[src/rtl/nes_bus_pkg.sv]
// Shared NES CPU-bus constants and the OAM DMA sequencer state encoding.
package nes_bus_pkg;

  localparam logic [15:0] NES_ADDR_OAMDMA = 16'h4014;
  localparam int          NES_OAM_LEN     = 256;
  localparam int          DMA_STATE_W     = 3;

  typedef enum logic [DMA_STATE_W-1:0] {
    ST_IDLE  = 3'd0,
    ST_HALT  = 3'd1,
    ST_ALIGN = 3'd2,
    ST_READ  = 3'd3,
    ST_WRITE = 3'd4
  } dma_state_e;

endpackage

[src/rtl/oam_dma_ctrl_cpu_bus_mux.sv]
// RAM-port steering: CPU passthrough when idle, DMA drive otherwise, select
// forced inactive while blocked (reset or DMA-register write).
module cpu_bus_mux (
  input  logic        i_sel_dma,
  input  logic        i_block,
  input  logic [15:0] i_cpu_addr,
  input  logic [7:0]  i_cpu_wdata,
  input  logic        i_cpu_rw_n,
  input  logic        i_cpu_cs_n,
  input  logic [15:0] i_dma_addr,
  input  logic        i_dma_rw_n,
  input  logic        i_dma_cs_n,
  output logic [15:0] o_mem_addr,
  output logic [7:0]  o_mem_wdata,
  output logic        o_mem_rw_n,
  output logic        o_mem_cs_n
);

  always_comb begin
    // NOTE: every output gets a default first so no path leaves it unassigned (no latch).
    o_mem_addr  = i_cpu_addr;
    o_mem_wdata = i_cpu_wdata;
    o_mem_rw_n  = i_cpu_rw_n;
    o_mem_cs_n  = i_cpu_cs_n;
    if (i_sel_dma) begin
      o_mem_addr  = i_dma_addr;
      o_mem_wdata = 8'h00;
      o_mem_rw_n  = i_dma_rw_n;
      o_mem_cs_n  = i_dma_cs_n;
    end
    if (i_block) begin
      o_mem_cs_n = 1'b1;
    end
  end

endmodule

[src/rtl/oam_dma_ctrl.sv]
// Sprite OAM DMA sequencer on the CPU RAM bus. Optional macro
// OAM_DMA_PARITY_ALIGN_EN adds a parity-driven ALIGN cycle after HALT.
module oam_dma_ctrl
  import nes_bus_pkg::*;
#(
  parameter logic [15:0] DMA_REG_ADDR = NES_ADDR_OAMDMA,
  parameter int          XFER_LEN     = NES_OAM_LEN
) (
  input  logic        clk,
  input  logic        rst,
  input  logic [15:0] cpu_addr,
  input  logic [7:0]  cpu_wdata,
  input  logic        cpu_rw_n,
  input  logic        cpu_cs_n,
  output logic [7:0]  cpu_rdata,
  output logic        cpu_rdy,
  output logic [15:0] mem_addr,
  output logic [7:0]  mem_wdata,
  output logic        mem_rw_n,
  output logic        mem_cs_n,
  input  logic [7:0]  mem_rdata,
  output logic [7:0]  oam_addr,
  output logic [7:0]  oam_wdata,
  output logic        oam_we,
  output logic        dma_busy
);

  localparam logic [7:0] LAST_IDX = 8'(XFER_LEN - 1);

  dma_state_e r_state;
  logic [7:0] r_idx;
  logic [7:0] r_page;
  logic       r_cpu_rdy;
  logic       r_dma_busy;
  logic       r_oam_we;
  logic [7:0] r_oam_addr;

  logic w_trigger;
  logic w_need_align;

  assign w_trigger = (r_state == ST_IDLE) && !cpu_cs_n && !cpu_rw_n &&
                     (cpu_addr == DMA_REG_ADDR);

`ifdef OAM_DMA_PARITY_ALIGN_EN
  logic r_parity;

  always_ff @(posedge clk) begin
    if (rst) r_parity <= 1'b0;
    else     r_parity <= ~r_parity;
  end

  assign w_need_align = r_parity;
`else
  assign w_need_align = 1'b0;
`endif

  // cpu_rdy/dma_busy are set on the edge that enters or leaves IDLE.
  always_ff @(posedge clk) begin
    if (rst) begin
      r_state    <= ST_IDLE;
      r_idx      <= 8'h00;
      r_page     <= 8'h00;
      r_cpu_rdy  <= 1'b1;
      r_dma_busy <= 1'b0;
      r_oam_we   <= 1'b0;
      r_oam_addr <= 8'h00;
    end else begin
      // NOTE: sequential state uses <= so every flop samples pre-edge values.
      r_oam_we <= 1'b0;
      case (r_state)
        ST_IDLE: begin
          if (w_trigger) begin
            r_page     <= cpu_wdata;
            r_idx      <= 8'h00;
            r_state    <= ST_HALT;
            r_cpu_rdy  <= 1'b0;
            r_dma_busy <= 1'b1;
          end
        end
        ST_HALT:  r_state <= w_need_align ? ST_ALIGN : ST_READ;
        ST_ALIGN: r_state <= ST_READ;
        ST_READ: begin
          r_state    <= ST_WRITE;
          r_oam_we   <= 1'b1;
          r_oam_addr <= r_idx;
        end
        ST_WRITE: begin
          if (r_idx == LAST_IDX) begin
            r_idx      <= 8'h00;
            r_state    <= ST_IDLE;
            r_cpu_rdy  <= 1'b1;
            r_dma_busy <= 1'b0;
          end else begin
            r_idx   <= r_idx + 8'd1;
            r_state <= ST_READ;
          end
        end
        default: r_state <= ST_IDLE;
      endcase
    end
  end

  cpu_bus_mux u_bus_mux (
    .i_sel_dma   (r_state != ST_IDLE),
    .i_block     (rst || w_trigger),
    .i_cpu_addr  (cpu_addr),
    .i_cpu_wdata (cpu_wdata),
    .i_cpu_rw_n  (cpu_rw_n),
    .i_cpu_cs_n  (cpu_cs_n),
    .i_dma_addr  ({r_page, r_idx}),
    .i_dma_rw_n  (1'b1),
    .i_dma_cs_n  (r_state != ST_READ),
    .o_mem_addr  (mem_addr),
    .o_mem_wdata (mem_wdata),
    .o_mem_rw_n  (mem_rw_n),
    .o_mem_cs_n  (mem_cs_n)
  );

  // RAM data arrives during WRITE, so it goes to OAM unregistered.
  assign oam_wdata = r_oam_we ? mem_rdata : 8'h00;
  assign oam_we    = r_oam_we;
  assign oam_addr  = r_oam_addr;
  assign cpu_rdata = mem_rdata;
  assign cpu_rdy   = r_cpu_rdy;
  assign dma_busy  = r_dma_busy;

endmodule

[config.mk]
export PLATFORM = sky130hd
export DESIGN_NAME = oam_dma_ctrl
export DESIGN_NICKNAME = d
export VERILOG_FILES = /design/src/rtl/nes_bus_pkg.sv /design/src/rtl/oam_dma_ctrl_cpu_bus_mux.sv /design/src/rtl/oam_dma_ctrl.sv
export SDC_FILE = /design/constraint.sdc
export NUM_CORES = 1
export LEC_CHECK = 0
export ABC_CLOCK_PERIOD_IN_PS = 2200
export CAP_MARGIN = 25
export CORE_UTILIZATION = 36
export DETAILED_ROUTE_END_ITERATION = 16
export GPL_TIMING_DRIVEN = 0
export PLACE_DENSITY_LB_ADDON = 0.15
export SETUP_SLACK_MARGIN = 0.05
export SLEW_MARGIN = 25
export SYNTH_ARGS = -nofsm -noshare
export SYNTH_HDL_FRONTEND = slang
export SYNTH_HIERARCHICAL = 1
export SYNTH_SLANG_ARGS = --single-unit
[constraint.sdc]
create_clock -name clk -period 2.2 [get_ports clk]
set_input_delay 0.44 -clock clk [delete_from_list [all_inputs] [get_ports clk]]
set_output_delay 0.44 -clock clk [all_outputs]
set_load 0.02 [all_outputs]
# ---- After elaboration in Yosys (flattened, before gate mapping)
# Cells that the tools add are included.
dict set report classes {
  bitwise 0
  muxes 19
  reduce_logical 13
  mul 0
  n_lt_le_gt_ge 0
  add_sub_neg 1
  eq_ne 9
  n_div 0
  shifts 0
}
# op count
set op_table {}
lappend op_table {{8-bit 2-to-1 mux} 4}
lappend op_table {{16-bit by 15-bit equality test with 1-bit output, second input constant} 1}
lappend op_table {{16-bit 2-to-1 mux} 1}
lappend op_table {{8-bit case mux with 2 select lines} 1}
lappend op_table {{3-bit case mux with 4 select lines} 1}
lappend op_table {{8-bit by 1-bit adder with 8-bit output, second input constant} 1}
lappend op_table {{8-bit equality test, second input constant} 1}
lappend op_table {{1-bit 2-to-1 mux} 8}
lappend op_table {{3-bit by 2-bit equality test with 1-bit output, second input constant} 2}
lappend op_table {{2-bit != test, second input constant} 2}
lappend op_table {{1-bit case mux with 2 select lines} 2}
lappend op_table {{2-bit AND reduction} 2}
lappend op_table {{3-bit by 1-bit equality test with 1-bit output, second input constant} 1}
lappend op_table {{3-bit equality test, second input constant} 1}
lappend op_table {{1-bit logical AND} 3}
lappend op_table {{3-bit logical NOT} 1}
lappend op_table {{3-bit 2-to-1 mux} 1}
lappend op_table {{3-bit by 2-bit != test with 1-bit output, second input constant} 1}
lappend op_table {{3-bit AND reduction} 1}
lappend op_table {{3-bit nonzero test} 1}
lappend op_table {{1-bit logical NOT} 2}
lappend op_table {{2-bit 2-to-1 mux} 1}
lappend op_table {{2-bit nonzero test} 1}
lappend op_table {{2-bit OR reduction} 1}
lappend op_table {{1-bit logical OR} 1}
dict set report word_totals {
  latchBits 0
  ram_bits 0
  out_inout_bits 53
  mem_bits_ro 0
  ff_bits 30
  mem_count 0
}

# ---- Depth between registers and ports, before layout
dict set report logic_depth {
  depth_word 6
  ltp_mapped 6
  ltp_nobuf 5
}

# ---- Modules after synthesis
# The synthesis kept the hierarchy.
# module cells_per_inst area_each_um2 instances
set modules_own_cells {}
lappend modules_own_cells {oam_dma_ctrl 162 1448.9 1}
lappend modules_own_cells {cpu_bus_mux 30 340.3 1}

# ---- Worst setup path after synthesis
# OpenSTA, ideal clock, no wires.
dict set report synth_path {
  kind {input port to output port}
  from {in cpu_cs_n}
  to {out mem_cs_n}
  slack_ns -0.021
  t_arrival_ns 1.781
  path_stages 5
  cell_sequence {or4_4 nor4_4 nand2_1 nand2b_1 a211o_1}
}
dict set report synth_between {
  elab_chain_len 6
}
# element line_no
set synth_rtl {}
lappend synth_rtl {{start, declared} oam_dma_ctrl.sv:14} ;# input logic cpu_cs_n,
lappend synth_rtl {{1-bit logical NOT} oam_dma_ctrl.sv:41} ;# assign w_trigger = (r_state == ST_IDLE) && !cpu_cs_n && !cpu_rw_n &&
lappend synth_rtl {{1-bit logical AND (3 in a row)} oam_dma_ctrl.sv:41}
lappend synth_rtl {{1-bit logical OR} oam_dma_ctrl.sv:105} ;# .i_block (rst || w_trigger),
lappend synth_rtl {{1-bit 2-to-1 mux *} oam_dma_ctrl_cpu_bus_mux.sv:31} ;# if (i_block) begin
lappend synth_rtl {{end, declared} oam_dma_ctrl.sv:20} ;# output logic mem_cs_n,
# Mark *: on every way between the ends. The rest lies on a longest branch, timed or not.

# ---- Worst setup path in the final report
dict set report layout_path {
  from {in cpu_addr[0]}
  to {out mem_cs_n}
}
dict set report layout_between {
  elab_chain_len 4
}
# element line_no
set layout_rtl {}
lappend layout_rtl {{start, declared} oam_dma_ctrl.sv:11} ;# input logic [15:0] cpu_addr,
lappend layout_rtl {{16-bit by 15-bit equality test with 1-bit output} oam_dma_ctrl.sv:42} ;# (cpu_addr == DMA_REG_ADDR);
lappend layout_rtl {{1-bit logical AND} oam_dma_ctrl.sv:41}
lappend layout_rtl {{1-bit logical OR} oam_dma_ctrl.sv:105}
lappend layout_rtl {{1-bit 2-to-1 mux} oam_dma_ctrl_cpu_bus_mux.sv:31}
# No other way between the ends.

==> run_results.csv <==
group,metric,value,unit
synth,synth_cells,192,
placement,place_inst,347,
route,vias,1766,
power_and_ir_drop,p_comb_share,37.9,%
floorplan,dieWidth,72.5,µm
timing,finClkSkew,0.00146,ns
route,top_layer,"met4",
synth,async_reset_ff_share,0,%
placement,placed_area,2750,µm²
placement,port_buffers,88,
setup_path,r2r_slack,0.34,ns
setup_path,cp_slowest_cell,"or4_4",
route,drt_iter0_drc,62,
route,routed_via_density,4.84,
synth,ys_ff_latch,30,
placement,place_hpwl,3790,µm
power_and_ir_drop,p_int,1.09,mW
clocking,htreeDepth,2,
global_routing,antenna_found_initial,0,
synth,synth_edf_count,0,
clocking,cts_tree,"done",
setup_path,cp_cell_sequence,"buf_6 > or4_4 > nor4_4 > nand2_2 > nand2b_1 > a211o_1 > buf_6",
synth,synth_area_leaders,"dfxtp_1 (34%), mux2_4 (9.2%), a21oi_1 (4.8%), mux2i_1 (3.9%), nor2_1 (3.8%)",
route,routed-wl-met2,2550,µm
layout,nFillCells,431,
synth,avgSynthCellArea,9.32,µm²
setup_path,cp.required,1.76,ns
clocking,cts_made_buffers,5,
setup_path,critPathLaunch,"cpu_addr[0]",
synth,synthesis.area,1790,µm²
layout,n_antenna_cell,0,
synth,synth_top_area_share,33.6,%
layout,nets,335,
timing,finalSetupTns,0,ns
timing,worst_hold_slack,0.464,ns
floorplan,dieHeight,72.5,µm
power_and_ir_drop,p_sw_share,30.1,%
global_routing,grt_pass1_wl,8000,µm
layout,area_growth,67.4,%
setup_path,cp_max_fo,2,
synth,ys_types,45,
layout,multi_input_area,1050,µm²
layout,final_area,3000,µm²
setup_path,worstPathArrival,1.73,ns
setup_path,worstReg2RegEnd,"r_idx[7]$_SDFFE_PP0P_",
clocking,clockRootBuffer,"clkbuf_8",
floorplan,initial_core_util,37.6,%
synth,synth.largest_area_cell,"dfxtp_1",
setup_path,worstSetupPathType,"in -> out",
timing,fin_ws,0.0333,ns
power_and_ir_drop,switching_power,0.471,mW
floorplan,rows,25,
timing,setup_viol,0,
setup_path,crit_end,"mem_cs_n",
power_and_ir_drop,p_clk_share,26.6,%
worst_hold_path,min_path_type,"reg -> reg",
global_routing,overflow,0,
power_and_ir_drop,p_leak,1.32,nW
route,routedWlPerCell,14.4,µm
timing,period_needed,2.17,ns
clocking,clock_sinks,30,
clocking,cts_hold_buf,0,
synth,synth_nets,229,
global_routing,grt_use_total,19.9,%
power_and_ir_drop,power_frac_seq,35.5,%
route,ant_nets,0,
timing,rsz0062_at_grt,"true",
route,drc,0,
setup_path,max_stage_delay,0.55,ns
placement,dp_slack,-1.17,ns
floorplan,core,4750,µm²
setup_path,cp-start-kind,"input pin",
layout,utilization,63.0,%
setup_path,r2r_cells,5,
synth,yosys_warnings,6,
clocking,max-clock-path-buffers,2,
status,status,"finished, final reports clean",
run,drv_cap,0,
route,met1Wirelength,2400,µm
clocking,clock_latency,0.28,ns
synth,yosysSeqAreaShare,33.6,%
global_routing,grt_max_degree,11,
global_routing,grt_pass1_vias,1648,
route,met3_length,241,µm
layout,drive_gt1_share,28.5,%
setup_path,rr_startpoint,"r_idx[4]$_SDFFE_PP0P_",
clocking,path_clk_slew,0.06,ns
floorplan,dieArea,5260,µm²
floorplan,io_pins,89,
timing,period_share,98.5,%
power_and_ir_drop,ir_drop,329,µV
power_and_ir_drop,power.density,522,nW/µm²
timing,maxSlewViolCount,0,
setup_path,crit_path_frequent_cell,"buf_6",
route,drtPass1Iterations,4,
layout,fin_cells,365,
timing,hold_violations,0,
synth,ys.flop_type,"dfxtp_1",
worst_hold_path,hold_depth,2,
layout,regArea,609,µm²
timing,fmax,462,MHz
route,drt-total-wl,5270,µm
power_and_ir_drop,total_power,1.56,mW
setup_path,end_kind,"primary output",
placement,place.gp.congestion,0.770,
[cell usage in the layout (no fill, tap or decap), types with 6 or more instances in the layout]
cell / count
and2_1: 8
clkbuf_2: 8
o21ai_1: 9
buf_6: 10
nand3_1: 12
dlymetal6s2s_1: 13
a21oi_1: 17
mux2_2: 6
dfxtp_1: 27
nor2_1: 18
buf_4: 18
mux2i_1: 7
nor2b_1: 9
clkbuf_8: 6
clkdlybuf4s15_1: 10
mux2_4: 11
clkdlybuf4s50_1: 46
[synthesized netlist by cell type (2+ instances only)]
cell      number
mux2_2         6
or4_4          2
mux2i_1        7
dfxtp_1       30
nand3_1       12
inv_1          2
nor2_1        18
a21oi_1       17
mux2_4        11
o21ai_1        9
a311oi_1       4
and3_1         3
nand2b_1       3
buf_4          8
a41oi_1        2
buf_6          4
o21a_1         2
nand2_1        6
a211oi_1       2
and2_1         8
nand3b_1       2
nor2b_1        9
nor4_1         2
o21ai_0        2
[logic make-up (layout without fill, tap and decap cells)]
kind of cell               count (synthesis)  count (layout)  synth area share (%)
xor gates and xnor gates                   1               1                 0.490
DFF                                       30              30                  33.6
other                                      1               1                 0.210
muxes                                     24              24                  16.9
AOI/OAI and AO/OA                         42              42                  14.8
adders and majority gates                  1               1                 0.699
buffers and inverters                     21             127                  10.3
and+or+nand+nor                           72              72                  23.1
[power groups by stage]
stage / Sequential, mW / Clock (mW) / Combinational, mW
after floorplan: 0.564 / 0 / 0.310
after global placement: 0.565 / 0 / 0.554
after detailed placement: 0.566 / 0 / 0.556
after CTS: 0.555 / 0.430 / 0.511
after global routing: 0.555 / 0.455 / 0.625
final: 0.555 / 0.416 / 0.592
[timing repair]
| action | CTS | global route |
|---|---|---|
| gates cloned | 0 | 2 |
| resized for setup | 74 | 60 |
| buffers inserted | 4 | 5 |
| setup endpoints to repair | 42 | 37 |
| pin swaps | 6 | 9 |
[layout make-up]
type | instances | share of cell area [%]
inverters | 2 | 0.251
plain buffers | 19 | 6.06
flip-flops and latches | 30 | 20.3
clock buffers | 7 | 2.55
multi-input cells | 141 | 35.0
well taps | 67 | 2.80
repair buffers | 99 | 33.0
[flip-flops by register name, summed over array words and instances, names as in the netlist]
| name | count |
|---|---|
| r_page | 8 |
| r_state | 3 |
| cpu_rdy | 1 |
| oam_we | 1 |
| r_idx | 8 |
| dma_busy | 1 |
| oam_addr | 8 |
[critical path, delay by kind of cell]
kind,cells,cell delay [ns]
AO/OA/AOI/OAI,1,0.10
buffers and inverters,2,0.21
AND/OR/NAND/NOR,4,0.98
[how the worst min path moves through the flow]
stage,from,end,slack (ns)
after floorplan,r_page[6]$_SDFFE_PP0P_,r_page[6]$_SDFFE_PP0P_,0.44
after global placement,r_page[6]$_SDFFE_PP0P_,r_page[6]$_SDFFE_PP0P_,0.45
after detailed placement,r_page[6]$_SDFFE_PP0P_,r_page[6]$_SDFFE_PP0P_,0.46
after CTS,r_page[6]$_SDFFE_PP0P_,r_page[6]$_SDFFE_PP0P_,0.47
after global routing,r_page[6]$_SDFFE_PP0P_,r_page[6]$_SDFFE_PP0P_,0.48
final,r_page[6]$_SDFFE_PP0P_,r_page[6]$_SDFFE_PP0P_,0.46
[metal layers]
layer  up-vias  track usage, %
met4         0            6.75
met1       822            24.9
met3         9            4.86
met5         -               0
li1        893               -
met2        42            33.5
Power figures use the tool's default switching activity.
